<file path="config.mk">
export PLATFORM = sky130hd
export DESIGN_NAME = aes_spi_frame
export DESIGN_NICKNAME = d
export VERILOG_FILES = /design/src/rtl/aes_pkg.sv /design/src/rtl/spi_sync_edge.sv /design/src/rtl/aes_spi_frame.sv
export SDC_FILE = /design/constraint.sdc
export NUM_CORES = 2
export LEC_CHECK = 0
export ABC_AREA = 1
export CAP_MARGIN = 20
export CORE_MARGIN = 8
export CORE_UTILIZATION = 55
export CTS_BUF_LIST = sky130_fd_sc_hd__clkbuf_8
export DETAILED_ROUTE_END_ITERATION = 7
export MAX_ROUTING_LAYER = met4
export PLACE_DENSITY = 0.82
export SLEW_MARGIN = 20
export SYNTH_ARGS = -nofsm -noshare
export SYNTH_HDL_FRONTEND = slang
export SYNTH_SLANG_ARGS = --single-unit
export TNS_END_PERCENT = 10
</file>
<file path="constraint.sdc">
create_clock -name clk -period 3.5 [get_ports clk]
set_clock_uncertainty 0.2 [all_clocks]
set_input_delay 0.525 -clock clk [delete_from_list [all_inputs] [get_ports clk]]
set_output_delay 0.525 -clock clk [all_outputs]
set_load 0.01 [all_outputs]
</file>
<file path="src/rtl/aes_pkg.sv">
// Shared types and helpers for the framed SPI front end of the AES accelerator.
package aes_pkg;

    typedef enum logic [2:0] {
        ST_IDLE,
        ST_RECV,
        ST_CHECK,
        ST_START,
        ST_WAIT,
        ST_DONE
    } state_t;

    localparam int CMD_MODE = 0;
    localparam int CMD_KEY  = 1;
    localparam int CMD_IV   = 2;

    function automatic int frame_len(input int key_w, input int block_w, input logic [7:0] cmd);
        return 8 + (cmd[CMD_KEY] ? key_w : 0) + (cmd[CMD_IV] ? block_w : 0) + block_w;
    endfunction

    // Counter must reach the longest frame plus one so over-long frames stay distinguishable.
    function automatic int cnt_width(input int key_w, input int block_w);
        return $clog2(8 + key_w + 2 * block_w + 2);
    endfunction

endpackage

</file>
<file path="src/rtl/spi_sync_edge.sv">
// Multi-flop synchroniser followed by registered rise/fall pulse generation.
module spi_sync_edge #(
    parameter int SYNC_STAGES = 2
) (
    input  logic clk,
    input  logic reset,
    input  logic din,
    output logic rise,
    output logic fall
);

    logic [SYNC_STAGES-1:0] sync_reg;
    logic                   last_reg;
    logic                   rise_reg;
    logic                   fall_reg;

    always_ff @(posedge clk) begin
        if (reset) begin
            sync_reg <= '0;
            last_reg <= 1'b0;
            rise_reg <= 1'b0;
            fall_reg <= 1'b0;
        end else begin
            for (int i = SYNC_STAGES - 1; i > 0; i--) begin
                sync_reg[i] <= sync_reg[i-1];
            end
            sync_reg[0] <= din;
            last_reg    <= sync_reg[SYNC_STAGES-1];
            rise_reg    <= sync_reg[SYNC_STAGES-1] & ~last_reg;
            fall_reg    <= ~sync_reg[SYNC_STAGES-1] & last_reg;
        end
    end

    assign rise = rise_reg;
    assign fall = fall_reg;

endmodule

</file>
<file path="src/rtl/aes_spi_frame.sv">
// Framed SPI receiver/transmitter driving an AES core with ECB/CBC chaining and frame checking.
module aes_spi_frame
    import aes_pkg::*;
#(
    parameter int KEY_W       = 128,
    parameter int BLOCK_W     = 128,
    parameter int SYNC_STAGES = 2
) (
    input  logic               clk,
    input  logic               reset,
    input  logic               sck,
    input  logic               sdi,
    output logic               sdo,
    input  logic               load,
    output logic               done,
    output logic               err,
    output logic               core_start,
    output logic [KEY_W-1:0]   core_key,
    output logic [BLOCK_W-1:0] core_in,
    input  logic               core_done,
    input  logic [BLOCK_W-1:0] core_out
);

    localparam int PAY_W   = KEY_W + 2 * BLOCK_W;
    localparam int MAX_LEN = 8 + PAY_W;
    localparam int CNT_W   = cnt_width(KEY_W, BLOCK_W);

    state_t state_reg, state_next;

    logic                   sck_rise, sck_fall, load_rise, load_fall;
    logic [SYNC_STAGES-1:0] sdi_sync_reg;
    logic                   load_lvl_reg;
    logic [CNT_W-1:0]       bit_cnt_reg;
    logic [PAY_W-1:0]       rx_reg;
    logic [7:0]             cmd_reg;
    logic [KEY_W-1:0]       key_reg;
    logic [BLOCK_W-1:0]     chain_reg, core_in_reg, tx_reg;
    logic                   mode_reg, err_reg, collide_reg;

    logic                   sdi_s, frame_ok;
    logic [KEY_W-1:0]       key_field;
    logic [BLOCK_W-1:0]     iv_field, data_field, chain_src, block_in;

    spi_sync_edge #(.SYNC_STAGES(SYNC_STAGES)) u_sck_sync (
        .clk   (clk),
        .reset (reset),
        .din   (sck),
        .rise  (sck_rise),
        .fall  (sck_fall)
    );

    spi_sync_edge #(.SYNC_STAGES(SYNC_STAGES)) u_load_sync (
        .clk   (clk),
        .reset (reset),
        .din   (load),
        .rise  (load_rise),
        .fall  (load_fall)
    );

    always_ff @(posedge clk) begin
        if (reset) begin
            sdi_sync_reg <= '0;
        end else begin
            for (int i = SYNC_STAGES - 1; i > 0; i--) begin
                sdi_sync_reg[i] <= sdi_sync_reg[i-1];
            end
            sdi_sync_reg[0] <= sdi;
        end
    end

    assign sdi_s = sdi_sync_reg[SYNC_STAGES-1];

    // The last bit received sits at rx_reg[0], so the data block is always the low slice.
    assign data_field = rx_reg[BLOCK_W-1:0];
    assign iv_field   = rx_reg[BLOCK_W +: BLOCK_W];
    assign key_field  = cmd_reg[CMD_IV] ? rx_reg[2*BLOCK_W +: KEY_W] : rx_reg[BLOCK_W +: KEY_W];
    assign chain_src  = cmd_reg[CMD_IV] ? iv_field : chain_reg;
    assign block_in   = cmd_reg[CMD_MODE] ? (data_field ^ chain_src) : data_field;
    assign frame_ok   = (bit_cnt_reg == CNT_W'(frame_len(KEY_W, BLOCK_W, cmd_reg)))
                        && (cmd_reg[7:3] == 5'd0);

    always_ff @(posedge clk) begin
        if (reset) begin
            state_reg <= ST_IDLE;
        end else begin
            state_reg <= state_next;
        end
    end

    always_comb begin
        state_next = state_reg;
        unique case (state_reg)
            ST_IDLE:  if (load_rise) state_next = ST_RECV;
            ST_RECV:  if (load_fall) state_next = ST_CHECK;
            ST_CHECK: state_next = frame_ok ? ST_START : ST_IDLE;
            ST_START: state_next = ST_WAIT;
            ST_WAIT:  if (core_done) state_next = ST_DONE;
            ST_DONE:  if (load_rise) state_next = ST_RECV;
            default:  state_next = ST_IDLE;
        endcase
    end

    always_ff @(posedge clk) begin
        if (reset) begin
            load_lvl_reg <= 1'b0;
            bit_cnt_reg  <= '0;
            rx_reg       <= '0;
            cmd_reg      <= '0;
            key_reg      <= '0;
            chain_reg    <= '0;
            core_in_reg  <= '0;
            tx_reg       <= '0;
            mode_reg     <= 1'b0;
            err_reg      <= 1'b0;
            collide_reg  <= 1'b0;
        end else begin
            if (load_rise) begin
                load_lvl_reg <= 1'b1;
            end else if (load_fall) begin
                load_lvl_reg <= 1'b0;
            end

            if (load_rise && (state_reg == ST_IDLE || state_reg == ST_DONE)) begin
                bit_cnt_reg <= '0;
                cmd_reg     <= '0;
                err_reg     <= 1'b0;
                collide_reg <= 1'b0;
            end

            if (state_reg == ST_RECV && sck_rise && load_lvl_reg) begin
                rx_reg <= {rx_reg[PAY_W-2:0], sdi_s};
                if (bit_cnt_reg == CNT_W'(7)) begin
                    cmd_reg <= {rx_reg[6:0], sdi_s};
                end
                if (bit_cnt_reg != CNT_W'(MAX_LEN + 1)) begin
                    bit_cnt_reg <= bit_cnt_reg + CNT_W'(1);
                end
            end

            if (state_reg == ST_CHECK) begin
                if (frame_ok) begin
                    if (cmd_reg[CMD_KEY]) key_reg <= key_field;
                    if (cmd_reg[CMD_IV]) chain_reg <= iv_field;
                    mode_reg    <= cmd_reg[CMD_MODE];
                    core_in_reg <= block_in;
                end else begin
                    err_reg <= 1'b1;
                end
            end

            // A frame arriving while the core is busy is dropped and reported on completion.
            if ((state_reg == ST_START || state_reg == ST_WAIT) && load_rise) begin
                collide_reg <= 1'b1;
            end

            if (state_reg == ST_WAIT && core_done) begin
                tx_reg <= core_out;
                if (mode_reg) chain_reg <= core_out;
                if (collide_reg || load_rise) err_reg <= 1'b1;
            end

            if (state_reg == ST_DONE && !load_lvl_reg && sck_fall) begin
                tx_reg <= {tx_reg[BLOCK_W-2:0], 1'b0};
            end
        end
    end

    assign sdo        = tx_reg[BLOCK_W-1];
    assign done       = (state_reg == ST_DONE);
    assign err        = err_reg;
    assign core_start = (state_reg == ST_START);
    assign core_key   = key_reg;
    assign core_in    = core_in_reg;

endmodule

</file>
==> results.md <==
* Post-Syn Area per Cell at 6.90 µm²
* Status: finished clean
* R2R Path End: core_key[96]
* Max VDD drop at 0.000289 V
* Core box area at 74,200 µm²
* Crit-path cells: nand2_1 -> nor2_1 -> clkdlybuf4s50_1
* Drt via density at 5.45
* Worst reg2reg path depth at 12
* Synthesized area at 41,000 µm²
* Number of synthesized flops with an enable pin at 0
* Worst skew pair latency at 0.78 ns
* Static Leak at 22.8 nW
* Asr flop ratio synth at 0%
* Clk slew on worst S/H paths at 0.07 ns
* Most common cell after layout, fill and taps aside: nor2_1
* Synth cell types at 30
* Final setup vio count at 0
* Min-Delay Path Class: in2reg
* Worst Hold Depth at 3
* Largest net degree at the start of global routing at 257
* Fin crit period at 3.08 ns
* Layout cells sized above 1 at 4.62%
* M2 GR Usage at 42.8%
* 1st-iter DRT viols at 4,135
* Final design utilization at 64.7%
* DP Cell Count at 6,897
* Worst-path maximum fanout at 7
* M1 GR Usage at 34.9%
* Setup crit start kind: flip-flop
* Worst flop-to-flop path startpoint: cmd_reg[2]
* Kind of cell adding the most delay to the critical path: buffers and inverters
* Clock root buffer: clkbuf_8
* GR peak layer: met2
* Die ar. at 83,600 µm²
* H-tree level count at 4
* Hold EP: tx_reg[0]
* Worst path buffer plus inverter count at 1
* Yosys reg bits at 932
* Max Freq at 325 MHz
* # DRC at 0
* Vias in the first global route at 36,600
* Number of routed nets with antenna violations at 0
* Final Hold Fails at 0
* CTS tree: yes
* Routed via count at 39,100
* Max FFs per register at 384
* Post-CTS Setup Bufs at 0
* CP max stage cell: clkdlybuf4s50_1
* Setup crit end kind: output port
* Syn Nets at 6,086
* GR Util met3 at 5.08%
* RePlAce Congestion at 0.858
* DR WL/cell at 16.2 µm
* Initial antenna violation count at 8
* Area of placed instances at 44,900 µm²
* Worst rel slew slack at 31.3%
* Commonest cells after routing, fill and taps aside: 1,298 x nor2_1, 962 x nand2_1, 930 x dfxtp_1, 706 x o21ai_0, 584 x inv_1
* Synth Flop Type: dfxtp_1
* Design area at 48,000 µm²
* Slowest stage delay, CP at 0.63 ns
* Fin crit share at 88.0%
* Clk sinks at 932
* Io pins at 394
* Max cap viols at 0
* WL final at 116,000 µm
* Synth Instances at 5,948
* Post_cts resized at 0
* Max clock buf depth at 3
* Tightest Pin Transition at 1.03 ns
* Final Max Slew Viols at 0
* Setup_tns at 0 ns
* Area grow syn2layout at 16.9%
* Worst setup path class: reg2out
* Seq/Total Area, Yosys at 45.5%
* Starting Density at 55.3%
* PnR Total Power at 21.4 mW
* First-pass GRT wire length at 187,000 µm
* Critical Path RT at 2.77 ns
* Tot GR Track Use at 27.6%
* Dpl hpwl at 70,000 µm
* PortBufs at 393
* P per Cell Area at 446 nW/µm²
* Final nets at 6,221
* Filler cells at 6,390
* HP Start: core_out[0]
* Num CTS Buffers at 151
* RSZ-0062 raised after global routing: no
* Critical path depth at 3
* FF-to-FF setup slack at 0.83 ns
* Die width at 289 µm
* 1st-pass router iterations at 7
* Grt total ovfl at 0
* YS warnings at 0
* CP Data Arrival Time at 2.35 ns
* Site Rows at 100
* Die Height at 289 µm
* Post-Layout Cell Count at 7,165
cell usage after synthesis, types with 2 or more instances:
cell type | count | area, µm²
inv_1 | 547 | 2050
nand3_2 | 2 | 20.0
buf_4 | 3 | 22.5
o21ai_1 | 68 | 340
inv_2 | 9 | 33.8
nor2_2 | 3 | 18.8
ha_1 | 4 | 50.1
clkbuf_1 | 243 | 912
buf_2 | 184 | 921
nand3_1 | 269 | 1350
nor3_1 | 6 | 30.0
a21oi_1 | 284 | 1420
o21ai_0 | 706 | 3530
buf_1 | 17 | 63.8
xor2_1 | 128 | 1120
nand4_1 | 133 | 832
a22oi_1 | 127 | 953
nand3b_1 | 3 | 22.5
buf_6 | 10 | 113
nor2_4 | 2 | 22.5
nand2_1 | 962 | 3610
dfxtp_1 | 932 | 18700
nor2_1 | 1299 | 4880
report_power, final:
group | switching [mW] | internal, mW | leakage [nW]
registers | 0.122 | 10.8 | 7.51
logic | 0.655 | 0.384 | 13.6
clock network | 4.40 | 5.02 | 1.69
total | 5.17 | 16.2 | 22.8
area by class of cell:
| type | instances | area [µm²] | share of cell area [%] |
|---|---|---|---|
| diodes | 10 | 25.0 | 0.0521 |
| inverters | 556 | 2120 | 4.42 |
| flip-flops and latches | 932 | 18700 | 38.9 |
| multi-input cells | 4003 | 18300 | 38.1 |
| repair buffers | 439 | 4680 | 9.76 |
| clock buffers | 189 | 2600 | 5.42 |
| clock inverters | 67 | 400 | 0.834 |
| well taps | 969 | 1210 | 2.53 |
metal layers:
metal | vias up | wire length [µm]
met4 | 0 | 4620
met2 | 1657 | 52600
met5 | - | 0
met3 | 293 | 9370
met1 | 17900 | 49700
li1 | 19200 | -
stage by stage:
stage | hold WS, ns | setup slack [ns]
6_report | 0.167 | 0.420
5_1_grt | 0.155 | 0.278
4_1_cts | 0.0954 | 0.316
3_5_place_dp | 0.193 | 0.659
3_3_place_gp | 0.189 | 0.700
2_1_floorplan | 0.188 | 1.18
worst reg2reg max path: stages (launching register included):
cell and delay [ns]:
dfxtp_4 0.38, inv_6 0.05, ha_1 0.29, inv_1 0.06, nand2_1 0.05, nand3_2 0.08
nor2_4 0.06, nand4_1 0.12, buf_12 0.40, buf_16 0.46, nand2_1 0.29, nand2_1 0.09
nor2_1 0.04
worst max-delay path by stage:
stage | to | slack, ns | start
CTS | core_start | 0.32 | state_reg[0]
global route | core_start | 0.28 | state_reg[0]
global placement | err | 0.70 | core_done
detailed placement | err | 0.66 | core_done
floorplan | chain_reg[125] | 1.18 | cmd_reg[2]
finish | core_start | 0.42 | state_reg[0]
logic make-up after synthesis:
family	share of synthesized area (%)
AND/OR/NAND/NOR	26.3
AO/OA/AOI/OAI	15.3
buffers and inverters	10.0
flip-flops	45.5
XOR/XNOR	2.75
adder cells (fa/ha/maj)	0.122
timing repair:
item,CTS,global route
hold endpoints to repair,37,0
hold buffers,1,0
endpoints found under the setup margin,0,0
No activity file was read; power rests on OpenSTA's default activity.
